[src/rtl/dbus_peri_ctrl.sv]
// Peripheral data-bus initiator: one outstanding core load/store, slot decode, ack/err return.
// Optional access watchdog enabled by defining DBUS_TIMEOUT_EN.
module dbus_peri_ctrl #(
  parameter int unsigned NUM_PERI       = 5,
  parameter int unsigned REGION_BITS    = 8,
  parameter logic [31:0] BASE_ADDR      = 32'h9000_0000,
  parameter int unsigned TIMEOUT_CYCLES = 256
) (
  input  logic                   clk,
  input  logic                   rst_n,
  input  logic                   lsu_req_i,
  input  logic                   lsu_we_i,
  input  logic [31:0]            lsu_addr_i,
  input  logic [31:0]            lsu_wdata_i,
  input  logic [3:0]             lsu_be_i,
  output logic                   lsu_ack_o,
  output logic                   lsu_err_o,
  output logic [31:0]            lsu_rdata_o,
  output logic                   lsu_busy_o,
  output logic [NUM_PERI-1:0]    peri_sel_o,
  output logic                   peri_req_o,
  output logic                   peri_we_o,
  output logic [REGION_BITS-1:0] peri_addr_o,
  output logic [31:0]            peri_wdata_o,
  output logic [3:0]             peri_be_o,
  input  logic                   peri_ack_i,
  input  logic [31:0]            peri_rdata_i
);

  localparam int unsigned IDX_W   = (NUM_PERI > 2) ? $clog2(NUM_PERI) : 1;
  localparam int unsigned TAG_LSB = REGION_BITS + IDX_W;

  typedef enum logic [1:0] {IDLE, ACCESS, RESP, ERR} state_t;
  state_t state_reg, state_next;

  logic [IDX_W-1:0]       req_idx;
  logic                   hit;
  logic [IDX_W-1:0]       idx_reg;
  logic                   we_reg;
  logic [REGION_BITS-1:0] addr_reg;
  logic [31:0]            wdata_reg;
  logic [3:0]             be_reg;
  logic [31:0]            rdata_reg;
  logic                   timeout;

  assign req_idx = lsu_addr_i[REGION_BITS +: IDX_W];
  assign hit     = (lsu_addr_i[31:TAG_LSB] == BASE_ADDR[31:TAG_LSB]) &&
                   (32'(req_idx) < NUM_PERI);

`ifdef DBUS_TIMEOUT_EN
  localparam int unsigned CNT_W = $clog2(TIMEOUT_CYCLES) + 1;
  logic [CNT_W-1:0] cnt_reg;

  assign timeout = (cnt_reg == CNT_W'(TIMEOUT_CYCLES - 1));

  // Counts ACCESS cycles; restarts on every entry into ACCESS.
  always_ff @(posedge clk or negedge rst_n) begin
    if (!rst_n) begin
      cnt_reg <= '0;
    end else if (state_reg == IDLE && state_next == ACCESS) begin
      cnt_reg <= '0;
    end else if (state_reg == ACCESS) begin
      cnt_reg <= cnt_reg + CNT_W'(1);
    end
  end
`else
  assign timeout = 1'b0;
`endif

  always_ff @(posedge clk or negedge rst_n) begin
    if (!rst_n) begin
      state_reg <= IDLE;
    end else begin
      state_reg <= state_next;
    end
  end

  // An ack arriving on the terminal count takes priority over the timeout.
  always_comb begin
    state_next = state_reg;
    case (state_reg)
      IDLE:     if (lsu_req_i) state_next = hit ? ACCESS : ERR;
      ACCESS: begin
        if (peri_ack_i)   state_next = RESP;
        else if (timeout) state_next = ERR;
      end
      RESP:     state_next = IDLE;
      ERR:      state_next = IDLE;
      default:  state_next = IDLE;
    endcase
  end

  always_ff @(posedge clk or negedge rst_n) begin
    if (!rst_n) begin
      idx_reg   <= '0;
      we_reg    <= 1'b0;
      addr_reg  <= '0;
      wdata_reg <= '0;
      be_reg    <= '0;
      rdata_reg <= '0;
    end else begin
      if (state_reg == IDLE && lsu_req_i) begin
        idx_reg   <= req_idx;
        we_reg    <= lsu_we_i;
        addr_reg  <= lsu_addr_i[REGION_BITS-1:0];
        wdata_reg <= lsu_wdata_i;
        be_reg    <= lsu_be_i;
        if (!hit) rdata_reg <= '0;
      end
      // Error responses return zero data; writes never capture responder data.
      if (state_reg == ACCESS) begin
        if (peri_ack_i)   rdata_reg <= we_reg ? 32'h0 : peri_rdata_i;
        else if (timeout) rdata_reg <= '0;
      end
    end
  end

  assign lsu_ack_o    = (state_reg == RESP) || (state_reg == ERR);
  assign lsu_err_o    = (state_reg == ERR);
  assign lsu_busy_o   = (state_reg != IDLE);
  assign lsu_rdata_o  = rdata_reg;
  assign peri_req_o   = (state_reg == ACCESS);
  assign peri_we_o    = we_reg;
  assign peri_addr_o  = addr_reg;
  assign peri_wdata_o = wdata_reg;
  assign peri_be_o    = be_reg;

  genvar gi;
  generate
    for (gi = 0; gi < NUM_PERI; gi++) begin : g_sel
      assign peri_sel_o[gi] = peri_req_o && (idx_reg == IDX_W'(gi));
    end
  endgenerate

endmodule

[config.mk]
export PLATFORM = sky130hd
export DESIGN_NAME = dbus_peri_ctrl
export DESIGN_NICKNAME = d
export VERILOG_FILES = /design/src/rtl/dbus_peri_ctrl.sv
export SDC_FILE = /design/constraint.sdc
export NUM_CORES = 1
export LEC_CHECK = 0
export CELL_PAD_IN_SITES_DETAIL_PLACEMENT = 0
export CELL_PAD_IN_SITES_GLOBAL_PLACEMENT = 1
export CORE_ASPECT_RATIO = 0.6
export CORE_MARGIN = 3
export CORE_UTILIZATION = 28
export DETAILED_ROUTE_END_ITERATION = 8
export PLACE_DENSITY = 0.82
export SLEW_MARGIN = 20
export SYNTH_ARGS = -nofsm -noshare
export SYNTH_HDL_FRONTEND = slang
export SYNTH_SLANG_ARGS = --single-unit
[constraint.sdc]
create_clock -name clk -period 1.3 [get_ports clk]
set_input_delay 0.26 -clock clk [delete_from_list [all_inputs] [get_ports clk]]
set_output_delay 0.26 -clock clk [all_outputs]
set_load 0.01 [all_outputs]
==> summary.txt <==
GLOBAL ROUTE
--------------------------------------------------------------------------------------------------------
Global routing usage on met3 ..............................................................        4.83%
Initial antenna violation count ...........................................................            0
First-pass GRT wire length ................................................................     18200 um
Largest net degree at the start of global routing .........................................           48
Aggregate global-route resource usage .....................................................        15.0%
Global route overflow .....................................................................            0
Met2 capacity usage during global routing .................................................        21.9%
Vias in the first global route ............................................................         3408
Met1 Use GR ...............................................................................        21.1%
GR peak layer .............................................................................         met2

YOSYS
--------------------------------------------------------------------------------------------------------
Sequential element share of the synthesized area ..........................................        53.4%
Async set-or-reset flop fraction in the synthesized netlist ...............................         100%
Most area-consuming cells after synthesis ................................................. sky130_fd_sc_hd__dfrtp_1 (53%), sky130_fd_sc_hd__mux2_4 (16%), sky130_fd_sc_hd__o32ai_2 (13%), sky130_fd_sc_hd__nand2_1 (3.3%), sky130_fd_sc_hd__inv_1 (3.2%)
Mux share of post-synthesis cell area .....................................................        18.0%
Number of enable flip-flop cells after synthesis ..........................................            0
XOR/XNOR Fraction of Synth Area ...........................................................           0%
Compound-Gate Fraction of Synth Area ......................................................        14.4%
Synth Area in Simple Gates ................................................................        6.93%
Number of distinct library cells after synthesis ..........................................           28
Prevailing post-synth register cell ....................................................... sky130_fd_sc_hd__dfrtp_1
Share of Yosys cell area claimed by the top area cell type ................................        53.4%
Synthesized instance count ................................................................          274
Syn Nets ..................................................................................          379
Average instance area after synthesis .....................................................   14.0 sq um
Library cell with the largest summed area after synthesis ................................. sky130_fd_sc_hd__dfrtp_1
Main combinational cell family by area after synthesis .................................... multiplexers
Number of storage elements in the synthesis netlist .......................................           82
Number of warnings printed during yosys synthesis .........................................            0
Mapped Area ...............................................................................   3840 sq um
Adder and majority cell fraction of the synthesized area ..................................           0%

POWER AND IR DROP
--------------------------------------------------------------------------------------------------------
Reported leakage power ....................................................................      3.23 nW
Pwr/cell area ............................................................................. 2230 nW/um^2
Total power consumption of the routed design ..............................................     0.0158 W
Peak supply drop ..........................................................................       977 uV

LAYOUT
--------------------------------------------------------------------------------------------------------
Util after Layout .........................................................................        54.0%
Multi-input logic area ....................................................................   1670 sq um
Fillcell total ............................................................................         1080
Net count of the finished layout ..........................................................          624
Fraction of final layout cells sized beyond drive strength 1 ..............................        35.9%
Area added between synthesis and finish ...................................................        84.7%
Diodes inserted ...........................................................................            0
Combined flip-flop and latch cell area ....................................................   2050 sq um

CLOCK NETWORK
--------------------------------------------------------------------------------------------------------
Clock buffers created by TritonCTS ........................................................            9
Max H-tree Level ..........................................................................            3
CTS tree ..................................................................................         done
Latest clock arrival within the worst-skew pair ...........................................       330 ps
CTS sink cnt ..............................................................................           82
Maximum buffer depth of the clock tree ....................................................            2
Post-CTS clock slew at the launch and capture registers of the worst setup and hold paths .        60 ps
Root buffer selected by CTS ............................................................... sky130_fd_sc_hd__clkbuf_16

FLOORPLAN
--------------------------------------------------------------------------------------------------------
Number of top-level pins ..................................................................          191
Total number of placement rows ............................................................           32
Die ar. ...................................................................................  15200 sq um
Placeable core area .......................................................................  13100 sq um
Height of the die .........................................................................      96.8 um
Die outline width .........................................................................       157 um
Effective utilization at floorplan ........................................................        29.3%

PLACEMENT
--------------------------------------------------------------------------------------------------------
RD Place Congestion .......................................................................        0.799
Buffers on Ports ..........................................................................          190
HPWL reported at the end of detailed placement ............................................      7700 um
Worst Setup Slack post-DPL ................................................................      -549 ps

DRT
--------------------------------------------------------------------------------------------------------
Length of the first detailed-routing pass in iterations ...................................            4
Routed via count ..........................................................................         3129
Mean routed wirelength per cell ...........................................................      17.3 um
WL final ..................................................................................     12000 um
Vias per inst .............................................................................         4.51
Number of design-rule violations left by the first detailed-router iteration ..............          103
Post-route DRC violation count ............................................................            0
Final antenna-violating net count .........................................................            0

MIN PATH
--------------------------------------------------------------------------------------------------------
Worst min-delay path category ............................................................. input pin to async pin

WORST SETUP PATH
--------------------------------------------------------------------------------------------------------
RR Startpoint ............................................................................. state_reg[0]
Series of cell instances along the critical path .......................................... buf_6 -> nor2_4 -> and2_4 -> buf_6 -> buf_12 -> buf_16 -> mux2_4
R2R Path End .............................................................................. peri_wdata_o[10]
Slowest stage delay, CP ...................................................................       420 ps
Reg2reg path depth ........................................................................            7
Standard cell with the maximum stage delay on the critical path ........................... sky130_fd_sc_hd__dfrtp_1
Gate family responsible for the most delay along the worst path ........................... buffers and inverters
Worst setup path category ................................................................. flip-flop to flip-flop
Crit-path most repeated cell .............................................................. sky130_fd_sc_hd__buf_6
Slack of the worst reg-to-reg path ........................................................      -310 ps
Crit path buffers/inverters ...............................................................            4
Data arrival time of the critical path ....................................................      1830 ps
Sort of element at the end of the critical path ...........................................    flip-flop
Req. time, crit path ......................................................................      1520 ps
Kind of start point of the critical path ..................................................    flip-flop
CP Max Fanout .............................................................................            5

STA
--------------------------------------------------------------------------------------------------------
Worst-margin pin slew .....................................................................       496 ps
Rel. slew slack ...........................................................................        66.8%
Final-layout setup total negative slack ...................................................    -21330 ps
Final critical-path setup slack ...........................................................      -312 ps
Final hold violation count ................................................................            0
WHS .......................................................................................       445 ps
Max-slew violation count ..................................................................            0
RSZ-0062 raised after global routing ......................................................         true
Final setup violation count ...............................................................           90
Final Critical Period .....................................................................      1610 ps
Worst clock skew ..........................................................................      4.90 ps
Highest clock rate ........................................................................      620 MHz
Crit share post-route .....................................................................         124%

RUN
--------------------------------------------------------------------------------------------------------
Max Cap Violations ........................................................................            0

RUN STATUS
--------------------------------------------------------------------------------------------------------
Run status ................................................................................ complete, but fails checks
Failing checks ............................................................................ negative setup slack

## worst min-delay path: cells and delay by family
family	cells	cell delay (ps)
buffers and inverters	3	880
## layout make-up
cell class / instances / area share (%)
well taps: 170 / 3.00
clock buffers: 11 / 3.42
inverters: 34 / 1.83
repair buffers: 253 / 38.4
multi-input cells: 139 / 23.5
clock inverters: 5 / 0.899
flip-flops and latches: 82 / 28.9
## layout by cell type (no fill, tap or decap), drive strengths merged
cell type	synthesis	final
clkdlybuf4s50	0	103
dfrtp	82	82
buf	15	68
mux2	48	48
clkdlybuf4s15	0	46
nand2	36	37
inv	34	34
o32ai	32	32
dlygate4sd2	0	30
clkbuf	5	16
nor2	5	5
nor4	4	4
clkinv	0	3
and2	2	2
o21ai	2	2
nor4b	2	2
nand2b	1	1
and4	1	1
nor3b	1	1
a41oi	1	1
and3	1	1
nand4	1	1
a2bb2oi	1	1
clkinvlp	0	1
bufinv	0	1
dlygate4sd3	0	1
## per-stage QoR
| stage | cells | cell area (sq um) |
|---|---|---|
| 2_1_floorplan | 274 | 3880 |
| 3_3_place_gp | 635 | 6040 |
| 3_5_place_dp | 635 | 6040 |
| 4_1_cts | 670 | 6680 |
| 5_1_grt | 694 | 7100 |
| 6_report | 694 | 7100 |
## Yosys cell counts (2+ instances only)
master	number
sky130_fd_sc_hd__and2_1	2
sky130_fd_sc_hd__buf_2	4
sky130_fd_sc_hd__buf_6	10
sky130_fd_sc_hd__clkbuf_1	5
sky130_fd_sc_hd__dfrtp_1	82
sky130_fd_sc_hd__inv_1	33
sky130_fd_sc_hd__mux2_1	8
sky130_fd_sc_hd__mux2_4	40
sky130_fd_sc_hd__nand2_1	34
sky130_fd_sc_hd__nand2_2	2
sky130_fd_sc_hd__nor2_1	4
sky130_fd_sc_hd__nor4_1	4
sky130_fd_sc_hd__o32ai_1	2
sky130_fd_sc_hd__o32ai_2	30
## report_power, final
part	total [W]	switching (W)	internal, W	leakage [nW]
Sequential	0.00451	0.000762	0.00375	1.02
Combinational	0.00871	0.00348	0.00523	2.06
Clock	0.00259	0.00104	0.00155	0.146
## logic make-up after synthesis
kind of cell,after synthesis
DFF,82
and+or+nand+nor,54
buffers and inverters,54
muxes,48
AOI/OAI and AO/OA,36
## routing by layer
layer  share of wire, %  wire [um]
met2                 43       5220
met5                  0          0
met1                 48       5740
met3                7.5        896
met4                1.3        161
## worst max path at each step
stage                         from               end  slack [ps]  cells after the start
floorplan             state_reg[1]    peri_addr_o[0]         -90                      5
global placement    lsu_addr_i[14]   lsu_rdata_o[23]        -490                      6
detailed placement  lsu_addr_i[20]   lsu_rdata_o[23]        -550                      6
CTS                   state_reg[1]  peri_wdata_o[29]        -320                      6
global route          state_reg[0]  peri_wdata_o[11]        -360                      7
finish                state_reg[0]  peri_wdata_o[10]        -310                      7
## what timing repair did
item | in CTS | in global routing
pin swaps | 3 | 6
hold endpoints to repair | 82 | 0
resized for setup | 154 | 75
setup endpoints to repair | 167 | 139
setup buffers | 9 | 20
hold buffers | 1 | 0
cloned | 9 | 7
No activity file was read; power rests on OpenSTA's default activity.
